`config.mk`:
```
export PLATFORM = sky130hd
export DESIGN_NAME = xif_mac_coproc
export DESIGN_NICKNAME = d
export VERILOG_FILES = /design/src/rtl/xif_mac_coproc.sv
export SDC_FILE = /design/constraint.sdc
export NUM_CORES = 1
export LEC_CHECK = 0
export ABC_AREA = 1
export CORE_UTILIZATION = 38
export DETAILED_ROUTE_END_ITERATION = 10
export GPL_TIMING_DRIVEN = 1
export PLACE_DENSITY = 0.61
export SETUP_SLACK_MARGIN = 0.2
export SLEW_MARGIN = 10
export SYNTH_ARGS = -nofsm -noshare
export SYNTH_HDL_FRONTEND = slang
export SYNTH_SLANG_ARGS = --single-unit
```
`constraint.sdc`:
```
create_clock -name clk_i -period 10.25 [get_ports clk_i]
set_input_delay 2.05 -clock clk_i [delete_from_list [all_inputs] [get_ports clk_i]]
set_output_delay 2.05 -clock clk_i [all_outputs]
set_load 0.01 [all_outputs]
```
`src/rtl/xif_mac_coproc.sv`:
```
// X-interface coprocessor with a 32-bit accumulator: MAC (byte-serial multiply, 4 cycles), CLR and RDACC.
// Each instruction is held until the core commits or kills it, then its result is offered on the result port.
module xif_mac_coproc #(
  parameter int         X_ID_WIDTH = 4,
  parameter logic [6:0] OPCODE     = 7'h0B
) (
  input  logic                  clk_i,
  input  logic                  rst_i,
  input  logic                  issue_valid_i,
  output logic                  issue_ready_o,
  input  logic [31:0]           issue_instr_i,
  input  logic [X_ID_WIDTH-1:0] issue_id_i,
  input  logic [31:0]           issue_rs1_i,
  input  logic [31:0]           issue_rs2_i,
  input  logic [1:0]            issue_rs_valid_i,
  output logic                  issue_accept_o,
  output logic                  issue_writeback_o,
  input  logic                  commit_valid_i,
  input  logic [X_ID_WIDTH-1:0] commit_id_i,
  input  logic                  commit_kill_i,
  output logic                  result_valid_o,
  input  logic                  result_ready_i,
  output logic [X_ID_WIDTH-1:0] result_id_o,
  output logic [31:0]           result_data_o,
  output logic [4:0]            result_rd_o,
  output logic                  result_we_o,
  output logic                  busy_o
);

  typedef enum logic [1:0] {IDLE, WAIT_COMMIT, EXEC, RESULT} state_t;

  localparam logic [2:0] F3_MAC = 3'd0;
  localparam logic [2:0] F3_CLR = 3'd1;

  state_t                  state_reg;
  logic [31:0]             acc_reg;
  logic [31:0]             rs1_reg;
  logic [31:0]             rs2_reg;
  logic [31:0]             prod_reg;
  logic [X_ID_WIDTH-1:0]   id_reg;
  logic [4:0]              rd_reg;
  logic [2:0]              funct3_reg;
  logic [1:0]              mac_cnt_reg;
  logic                    result_valid_reg;
  logic [31:0]             result_data_reg;

  logic                    decode_valid;
  logic                    issue_accepted;
  logic [7:0]              rs2_bytes [4];
  logic [31:0]             mac_term;
  logic [31:0]             prod_next;
  logic                    unused_instr_bits;

  assign decode_valid = (issue_instr_i[6:0] == OPCODE) &&
                        (issue_instr_i[31:25] == 7'd0) &&
                        (issue_instr_i[14:12] <= 3'd2);

  assign issue_accept_o    = issue_valid_i & decode_valid;
  assign issue_writeback_o = issue_valid_i & decode_valid;
  assign issue_ready_o     = (state_reg == IDLE) && (issue_rs_valid_i == 2'b11) && !rst_i;
  assign issue_accepted    = issue_valid_i && issue_ready_o && decode_valid;
  assign unused_instr_bits = ^issue_instr_i[24:15];

  for (genvar gi = 0; gi < 4; gi++) begin : g_rs2_bytes
    assign rs2_bytes[gi] = rs2_reg[8*gi +: 8];
  end

  // One byte of rs2 per cycle, weighted by its position; all arithmetic wraps at 32 bits.
  assign mac_term  = (rs1_reg * {24'd0, rs2_bytes[mac_cnt_reg]}) << {mac_cnt_reg, 3'b000};
  assign prod_next = prod_reg + mac_term;

  assign busy_o         = (state_reg != IDLE);
  assign result_valid_o = result_valid_reg;
  assign result_we_o    = result_valid_reg;
  assign result_id_o    = result_valid_reg ? id_reg : '0;
  assign result_rd_o    = result_valid_reg ? rd_reg : '0;
  assign result_data_o  = result_data_reg;

  always_ff @(posedge clk_i) begin
    if (rst_i) begin
      state_reg        <= IDLE;
      acc_reg          <= '0;
      rs1_reg          <= '0;
      rs2_reg          <= '0;
      prod_reg         <= '0;
      id_reg           <= '0;
      rd_reg           <= '0;
      funct3_reg       <= '0;
      mac_cnt_reg      <= '0;
      result_valid_reg <= 1'b0;
      result_data_reg  <= '0;
    end else begin
      case (state_reg)
        IDLE: begin
          if (issue_accepted) begin
            id_reg      <= issue_id_i;
            rd_reg      <= issue_instr_i[11:7];
            funct3_reg  <= issue_instr_i[14:12];
            rs1_reg     <= issue_rs1_i;
            rs2_reg     <= issue_rs2_i;
            prod_reg    <= '0;
            mac_cnt_reg <= '0;
            state_reg   <= WAIT_COMMIT;
          end
        end
        WAIT_COMMIT: begin
          if (commit_valid_i && (commit_id_i == id_reg)) begin
            state_reg <= commit_kill_i ? IDLE : EXEC;
          end
        end
        EXEC: begin
          if (funct3_reg == F3_MAC) begin
            prod_reg    <= prod_next;
            mac_cnt_reg <= mac_cnt_reg + 2'd1;
            if (mac_cnt_reg == 2'd3) begin
              acc_reg          <= acc_reg + prod_next;
              result_data_reg  <= acc_reg + prod_next;
              result_valid_reg <= 1'b1;
              state_reg        <= RESULT;
            end
          end else begin
            // CLR and RDACC both report the current ACC; only CLR zeroes it.
            result_data_reg  <= acc_reg;
            result_valid_reg <= 1'b1;
            state_reg        <= RESULT;
            if (funct3_reg == F3_CLR) begin
              acc_reg <= '0;
            end
          end
        end
        RESULT: begin
          if (result_ready_i) begin
            result_valid_reg <= 1'b0;
            result_data_reg  <= '0;
            state_reg        <= IDLE;
          end
        end
        default: state_reg <= IDLE;
      endcase
    end
  end

endmodule

```
==> run_results.csv, run 1 <==
group,metric,value,unit
setup_path,crit_type,"reg -> reg",
yosys,ys_ff_latch,177,
sta,slew_headroom,27.6,%
setup_path,cp-start-kind,"register",
sta,skew,0.0155,ns
die,core-area,43500,µm²
sta,setup_tns,0,ns
yosys,netlist_area,16900,µm²
min_path,hold_path_class,"reg -> reg",
clock_network,cts-root-buf,"clkbuf_16",
clock_network,numCtsBuffers,17,
setup_path,cp_num_buf_inv,7,
yosys,synth_cell_types,56,
detailed_routing,dr.pass1.iters,7,
finish,syn_to_final_growth,15.5,%
grt,antenna_found_initial,2,
clock_network,tritoncts,"yes",
setup_path,cp_max_fo,27,
die,start_util,38.8,%
pwr,p_clk_share,46.0,%
sta,maxSlewViolCount,0,
pwr,power.total,1.46,mW
finish,drive_above_1_share,3.71,%
grt,grt-ovfl-total,0,
grt,grt_pass1_vias,15200,
finish,n_antenna_cell,0,
sta,fin_hold_ws,0.455,ns
placement,dp_hpwl,38100,µm
pwr,vdd_drop_max,0.0961,mV
sta,fin_crit_sh,90.1,%
placement,io_buffers,148,
placement,place_congestion,0.915,
setup_path,end_kind,"register",
detailed_routing,vias_per_cell,5.14,
sta,min_period,9.23,ns
clock_network,clkTransAtPathRegs,0.07,ns
die,io_pins,159,
yosys,synthCells,2396,
detailed_routing,drt_wl_total,49200,µm
die,die_h,213,µm
sta,setup_violations,0,
clock_network,cts_buffer_depth,2,
grt,grt_pass1_wl,79700,µm
setup_path,cp_slowest_cell,"fa_1",
pwr,powerDensity,74.9,nW/µm²
yosys,async_reset_ff_share,0,%
pwr,power_frac_comb,6.5,%
die,rows,76,
clock_network,clock-sinks,177,
run,max-cap-violations,0,
sta,rsz0062_at_grt,"false",
detailed_routing,drt_first_iter_violations,1124,
sta,hold_viol,0,
yosys,ys_warn_count,0,
yosys,mappedNetlistNets,2772,
die,die_w,213,µm
yosys,synth-edff-count,0,
clock_network,postCtsHoldBufs,0,
sta,worst_pin_slew,1.09,ns
yosys,yosysSeqAreaShare,21.0,%
pwr,swShare,25.7,%
yosys,syn_avg_cell_area,7.04,µm²
finish,utilization,44.8,%
finish,final_nets,2867,
pwr,leakagePower,8.85,nW
sta,fmax,108,MHz
die,die_area,45200,µm²
detailed_routing,vias,15900,
grt,grt_max_degree,88,
detailed_routing,ant_nets,0,
detailed_routing,drc,0,
grt,grt_util_all_layers,22.6,%
setup_path,cp.arrival,9.65,ns
pwr,p_sw,0.376,mW
detailed_routing,wl_per_cell,15.9,µm
yosys,ys.flop_type,"dfxtp_1",
pwr,p_int,1.08,mW
clock_network,cts-htree-levels,4,
pwr,power_frac_seq,47.5,%
outcome,status,"finished, final reports clean",
setup_path,cpPeakStageDelay,0.59,ns
setup_path,required,10.66,ns
clock_network,clk_latency,0.50,ns
setup_path,path_delay_family,"adder cells",
## path summary, 6_finish.rpt
kind                                          to  depth (start not counted)                   startpoint  slack, ns
setup reg to reg  result_data_o[31]$_SDFFE_PP0P_                         48  mac_cnt_reg[1]$_SDFFE_PP0P_       1.02
setup / recovery  result_data_o[31]$_SDFFE_PP0P_                         48  mac_cnt_reg[1]$_SDFFE_PP0P_       1.02
hold reg to reg       funct3_reg[2]$_SDFFE_PP0P_                          2   funct3_reg[2]$_SDFFE_PP0P_       0.46
hold / removal        funct3_reg[2]$_SDFFE_PP0P_                          2   funct3_reg[2]$_SDFFE_PP0P_       0.46
## layout by cell type, fill, tap and decap left out, types with 3 or more instances in the layout
master           count
o21ai_0            165
clkbuf_16           17
a21oi_1            239
nor4_1               4
nand2_2              4
a21o_1              10
buf_4               23
o21bai_1             8
dfxtp_1            176
o21a_1               4
fa_1               158
nor2_1             354
nand2_1            503
inv_1              296
xnor2_1             11
nand3_1             60
nand3_2              9
a31oi_1             12
o211ai_1             8
clkinv_2             4
nand4_1             14
ha_1               106
a211oi_1            37
inv_2                6
o21ai_1              7
nor3_1              15
a21oi_2              3
a21boi_1             5
clkdlybuf4s50_1    147
inv_6                6
xor2_1              43
or2_2                3
clkinv_1             7
## power by group through the flow
| stage | logic (mW) | registers, mW | clock network [mW] |
|---|---|---|---|
| after global routing | 0.102 | 0.693 | 0.715 |
| after detailed placement | 0.0934 | 0.709 | 0 |
| final | 0.0943 | 0.693 | 0.672 |
| after CTS | 0.0938 | 0.693 | 0.691 |
| after floorplan | 0.0384 | 0.707 | 0 |
| after global placement | 0.0927 | 0.709 | 0 |
## cells by family (layout without fill, tap and decap cells)
group / Yosys count / after routing / share of synthesized area [%]
buffers and inverters: 408 / 516 / 9.34
adders and majority gates: 264 / 264 / 26.6
DFF: 177 / 177 / 21.0
muxes: 2 / 2 / 0.119
AOI/OAI and AO/OA: 514 / 514 / 16.9
xor gates and xnor gates: 54 / 54 / 2.80
and+or+nand+nor: 977 / 977 / 23.2
## cell type report
class	count	area, µm²
clock buffers	20	447
clock inverters	12	124
fillers	4496	24000
inverters	312	1180
multi-input cells	1811	11800
flip-flops and latches	177	3540
well taps	585	732
repair buffers	172	1680
## metal layers
metal	global-route usage, %	routed length [µm]	up-vias	share of wire [%]
met3	5.88	3590	68	7.3
met5	0	23	-	0.047
li1	-	-	7879	-
met2	34.4	21500	461	44
met1	30.9	23000	7469	47
met4	7.64	1140	4	2.3
## cell usage after synthesis (2+ instances only)
master / instances / area share, %
buf_2: 7 / 0.21
o21bai_1: 8 / 0.36
a21oi_1: 239 / 7.1
nor4_1: 4 / 0.15
o21a_1: 4 / 0.18
a31oi_1: 12 / 0.45
o21ai_0: 165 / 4.9
buf_6: 2 / 0.13
inv_4: 2 / 0.074
nand3_1: 60 / 1.8
xor2_1: 43 / 2.2
fa_1: 158 / 19
a221oi_1: 2 / 0.10
o21ai_1: 7 / 0.21
a211oi_1: 37 / 1.6
xnor2_1: 11 / 0.57
nand3_2: 9 / 0.53
nand2_2: 2 / 0.074
a21o_1: 10 / 0.45
dfxtp_1: 177 / 21
nor2_1: 354 / 7.9
o211ai_1: 8 / 0.36
clkbuf_1: 76 / 1.7
a21oi_2: 3 / 0.16
ha_1: 106 / 7.9
nor2_2: 2 / 0.074
buf_4: 4 / 0.18
clkinv_1: 6 / 0.13
nor3_1: 15 / 0.45
a21boi_1: 5 / 0.22
mux2i_1: 2 / 0.12
or2_2: 3 / 0.11
inv_2: 6 / 0.13
o311ai_0: 2 / 0.10
nand2_1: 506 / 11
nand3b_1: 2 / 0.089
buf_1: 7 / 0.16
inv_1: 298 / 6.6
nand4_1: 14 / 0.52
o211a_1: 2 / 0.12
## worst register-to-register path: cells and delay by family, from the launching register on
family	cells	cell delay (ns)
and+or+nand+nor	16	1.88
adders and majority gates	7	2.97
buffers and inverters	7	0.80
AOI/OAI and AO/OA	15	2.42
DFF	1	0.39
xor gates and xnor gates	2	0.44
muxes	1	0.29
## what timing repair did
item | 4_1_cts | 5_1_grt
buffers inserted | 0 | 0
gates resized for setup | 0 | 8
setup endpoints to repair | 0 | 7
## stage by stage
stage | area, µm² | worst slack (ns) | cells
floorplan | 16900 | 2.35 | 2396
global placement | 18900 | 0.957 | 3057
detailed placement | 18900 | 0.887 | 3057
CTS | 19400 | 0.819 | 3089
global route | 19500 | 0.204 | 3089
finish | 19500 | 1.02 | 3089
Power figures use the tool's default switching activity.
==> run 2: changes to the inputs <==
CAP_MARGIN = 0   (was default)
CELL_PAD_IN_SITES_DETAIL_PLACEMENT = 1   (was default)
CELL_PAD_IN_SITES_GLOBAL_PLACEMENT = 1   (was default)
PLACE_DENSITY = 0.78   (was 0.61)
==> run_results.csv, run 2 (same netlist as run 1, synthesis figures left out) <==
group,metric,value,unit
outcome,status,"finished, final reports clean",
setup_path,rr_startpoint,"mac_cnt_reg[0]$_SDFFE_PP0P_",
setup_path,crit_end,"result_data_o[28]$_SDFFE_PP0P_",
sta,fmax,105,MHz
finish,multi_input_area,11800,µm²
clock_network,cts-root-buf,"clkbuf_16",
finish,final_common_cell,"nand2_1",
grt,grt_util_all_layers,24.7,%
min_path,hold_path_class,"reg -> reg",
grt,grt-ovfl-total,0,
sta,rsz0062_at_grt,"false",
placement,place_congestion,0.875,
setup_path,cp-start-kind,"register",
finish,fillCellCount,5599,
setup_path,timing.rr.end,"result_data_o[28]$_SDFFE_PP0P_",
die,die_area,45200,µm²
detailed_routing,vias,16100,
clock_network,clk_latency,0.49,ns
die,start_util,38.8,%
sta,skew,0.0135,ns
die,die_h,213,µm
detailed_routing,wl_per_cell,17.4,µm
detailed_routing,drt_wl_total,53900,µm
finish,final_nets,2869,
finish,syn_to_final_growth,15.6,%
setup_path,required,10.62,ns
setup_path,cp_max_fo,17,
pwr,leakagePower,8.85,nW
setup_path,crit_type,"reg -> reg",
grt,grt_pass1_wl,87500,µm
detailed_routing,ant_nets,0,
setup_path,cp_common_cell,"nand2_1",
setup_path,path_delay_family,"compound AO/OA/AOI/OAI gates",
die,rows,76,
detailed_routing,drc,0,
sta,setup_tns,0,ns
sta,slew_headroom,29.4,%
pwr,power.total,1.46,mW
setup_path,cp_num_buf_inv,4,
clock_network,cts_buffer_depth,2,
pwr,powerDensity,74.9,nW/µm²
die,io_pins,159,
setup_path,ff2ff_path_depth,42,
clock_network,tritoncts,"yes",
placement,dp_hpwl,42400,µm
sta,setup_violations,0,
sta,fin_crit_sh,92.7,%
setup_path,crit_path_start,"mac_cnt_reg[0]$_SDFFE_PP0P_",
finish,regArea,3540,µm²
setup_path,cp.depth,42,
detailed_routing,drt_first_iter_violations,720,
detailed_routing,dr.pass1.iters,5,
sta,min_period,9.50,ns
setup_path,cp_slowest_cell,"fa_1",
grt,grt_pass1_vias,17100,
finish,drive_above_1_share,4.11,%
detailed_routing,vias_per_cell,5.21,
finish,final_cell_mix,"501 x nand2_1, 354 x nor2_1, 295 x inv_1",
finish,utilization,44.9,%
pwr,vdd_drop_max,0.0931,mV
grt,grt_max_degree,79,
setup_path,cpPeakStageDelay,0.55,ns
grt,antenna_found_initial,2,
clock_network,cts-htree-levels,4,
die,core-area,43500,µm²
placement,dp_slack,0.321,ns
sta,worst_pin_slew,1.06,ns
sta,fin_ws,0.751,ns
setup_path,rrSetupSlack,0.75,ns
clock_network,clock-sinks,177,
clock_network,postCtsHoldBufs,0,
placement,io_buffers,148,
setup_path,cp.arrival,9.87,ns
clock_network,numCtsBuffers,17,
clock_network,clkTransAtPathRegs,0.08,ns
die,die_w,213,µm
sta,fin_hold_ws,0.465,ns
sta,hold_viol,0,
run,max-cap-violations,0,
sta,maxSlewViolCount,0,
setup_path,end_kind,"register",
## run 2: cell count changes in the layout (fill, tap and decap cells not counted), moves of 2 or more
cell / before / now
clkinvlp_4: 1 / 4
clkinv_1: 7 / 5
clkinv_2: 4 / 1
buf_4: 23 / 27
nand2_4: 1 / 4
inv_4: 0 / 3
nand2_1: 503 / 501
## run 2: per-stage QoR
stage               instance area, µm²  cells
floorplan                        16900   2396
global placement                 18900   3056
detailed placement               18900   3056
CTS                              19400   3088
global route                     19500   3091
finish                           19500   3092
## run 2: worst reg2reg max path: cells and delay by family (launching register included)
family / cells / cell delay, ns
buffers and inverters: 4 / 0.43
DFF: 1 / 0.39
and+or+nand+nor: 11 / 1.56
adders and majority gates: 7 / 3.10
AOI/OAI and AO/OA: 18 / 3.29
xor gates and xnor gates: 2 / 0.61
## run 2: how the worst min path moves through the flow
stage                                       endpoint  cells after the start                       start  slack, ns
after floorplan           funct3_reg[2]$_SDFFE_PP0P_                      2  funct3_reg[2]$_SDFFE_PP0P_       0.44
after global placement    funct3_reg[2]$_SDFFE_PP0P_                      2  funct3_reg[2]$_SDFFE_PP0P_       0.44
after detailed placement  funct3_reg[2]$_SDFFE_PP0P_                      2  funct3_reg[2]$_SDFFE_PP0P_       0.45
after CTS                 funct3_reg[2]$_SDFFE_PP0P_                      2  funct3_reg[2]$_SDFFE_PP0P_       0.47
after global routing      funct3_reg[2]$_SDFFE_PP0P_                      2  funct3_reg[2]$_SDFFE_PP0P_       0.49
final                     funct3_reg[2]$_SDFFE_PP0P_                      2  funct3_reg[2]$_SDFFE_PP0P_       0.47
## run 2: final cells by class
type                    count  area share, %
diodes                      1         0.0128
well taps                 585           3.75
clock inverters            12          0.597
flip-flops and latches    177           18.2
multi-input cells        1811           60.4
inverters                 312           6.08
repair buffers            174           8.59
clock buffers              20           2.34
## run 2: routing by layer
layer,up-vias,global-route usage (%),wire length (µm)
met4,2,8.76,1180
met2,263,41.8,26000
li1,7874,-,-
met5,-,0,9
met1,7912,31.2,24200
met3,62,4.99,2440
## run 2: report_power, final
group	total (mW)	switching [mW]	internal, mW
Combinational	0.0954	0.0477	0.0476
Clock	0.673	0.341	0.332
Sequential	0.693	0.00350	0.690
Total	1.46	0.392	1.07
## run 2: repair_timing
| item | in CTS | in global routing |
|---|---|---|
| setup buffers | 0 | 3 |
| gates resized for setup | 0 | 12 |
| endpoints found under the setup margin | 0 | 16 |
==> run 3: changes to the inputs <==
MAX_ROUTING_LAYER = met4   (was default)
==> run_results.csv, run 3 (same netlist as run 1, synthesis figures left out) <==
group,metric,value,unit
sta,maxSlewViolCount,0,
grt,grt_pass1_vias,17200,
die,start_util,38.8,%
sta,setup_tns,0,ns
finish,utilization,44.8,%
sta,setup_violations,0,
setup_path,cp_max_fo,14,
finish,final_cell_mix,"501 x nand2_1, 354 x nor2_1, 295 x inv_1",
grt,grt-ovfl-total,0,
setup_path,rr_startpoint,"mac_cnt_reg[1]$_SDFFE_PP0P_",
setup_path,cp_slowest_cell,"fa_1",
sta,worst_pin_slew,1.06,ns
die,core-area,43500,µm²
clock_network,numCtsBuffers,17,
placement,dp_slack,0.415,ns
detailed_routing,drt_first_iter_violations,885,
die,io_pins,159,
grt,grt_pass1_wl,89300,µm
finish,stdcell_count,3088,
placement,place_congestion,0.898,
placement,io_buffers,148,
sta,fmax,106,MHz
finish,final_nets,2867,
min_path,hold_path_class,"reg -> reg",
sta,hold_viol,0,
setup_path,crit_type,"reg -> reg",
detailed_routing,wl_per_cell,17.9,µm
grt,grt_max_degree,79,
pwr,leakagePower,8.83,nW
run,max-cap-violations,0,
clock_network,clk_latency,0.51,ns
setup_path,crit_path_start,"mac_cnt_reg[1]$_SDFFE_PP0P_",
outcome,status,"finished, final reports clean",
placement,placed_cells,3056,
min_path,min-delay-start,"funct3_reg[2]$_SDFFE_PP0P_",
pwr,vdd_drop_max,0.107,mV
clock_network,tritoncts,"yes",
setup_path,end_kind,"register",
die,die_area,45200,µm²
clock_network,cts-root-buf,"clkbuf_16",
clock_network,cts_buffer_depth,2,
sta,fin_crit_sh,91.7,%
sta,slew_headroom,29.3,%
finish,syn_to_final_growth,15.4,%
sta,rsz0062_at_grt,"false",
detailed_routing,ant_nets,0,
finish,final_common_cell,"nand2_1",
detailed_routing,vias_per_cell,5.24,
clock_network,cts-htree-levels,4,
pwr,power.total,1.46,mW
sta,min_period,9.40,ns
die,die_h,213,µm
clock_network,clock-sinks,177,
setup_path,cp-start-kind,"register",
grt,antenna_found_initial,0,
pwr,powerDensity,75.0,nW/µm²
setup_path,required,10.68,ns
clock_network,clkTransAtPathRegs,0.07,ns
placement,dp_hpwl,43200,µm
finish,drive_above_1_share,3.84,%
die,rows,76,
grt,grt_util_all_layers,26.2,%
sta,skew,0.0167,ns
detailed_routing,dr.pass1.iters,5,
setup_path,cp.arrival,9.83,ns
detailed_routing,vias,16200,
detailed_routing,drt_wl_total,55200,µm
detailed_routing,drc,0,
die,die_w,213,µm
setup_path,cpPeakStageDelay,0.50,ns
sta,fin_ws,0.846,ns
finish,n_antenna_cell,0,
run 3: cell type report:
cell class / instances / area [µm²]
fill: 5573 / 24000
inverter: 312 / 1190
clock inverter: 7 / 75.1
tap: 585 / 732
timing repair buffer: 172 / 1660
multi-input combinational: 1811 / 11800
clock buffer: 24 / 482
sequential: 177 / 3540
run 3: what timing repair did:
action / CTS / global route
setup buffers: 0 / 1
endpoints found under the setup margin: 0 / 16
gates resized for setup: 0 / 11
hold buffers: 0 / 0
run 3: path summary, 6_finish.rpt:
kind	slack (ns)	to	depth (start not counted)
worst max register to register	0.85	result_data_o[31]$_SDFFE_PP0P_	47
worst min-delay path	0.47	funct3_reg[2]$_SDFFE_PP0P_	2
worst max-delay path	0.85	result_data_o[31]$_SDFFE_PP0P_	47
worst min register to register	0.47	funct3_reg[2]$_SDFFE_PP0P_	2
run 3: per-stage QoR:
stage,hold WS (ns),instance area (µm²)
6_report,0.465,19500
5_1_grt,0.484,19500
4_1_cts,0.472,19400
3_5_place_dp,0.460,18900
3_3_place_gp,0.444,18900
2_1_floorplan,0.436,16900
run 3: critical path, delay by kind of cell (launching register included):
family	cells	cell delay (ns)
AO/OA/AOI/OAI	15	2.56
XOR/XNOR	2	0.42
adder cells (fa/ha/maj)	7	2.91
buffers and inverters	5	0.46
flip-flops	1	0.40
multiplexers	1	0.38
AND/OR/NAND/NOR	17	2.17
run 3: power breakdown:
part / leakage, nW / internal [mW] / total (mW) / switching, mW
sequential: 1.43 / 0.690 / 0.694 / 0.00351
combinational: 7.14 / 0.0475 / 0.0955 / 0.0480
clock: 0.263 / 0.353 / 0.670 / 0.317
total: 8.83 / 1.09 / 1.46 / 0.368
run 3: layer usage:
layer	track usage, %	up-vias	share of wire, %
met1	32.4	7951	45
met3	4.47	81	3.8
met5	-	-	0
li1	-	7868	-
met2	42.9	284	48
met4	9.05	0	2.5
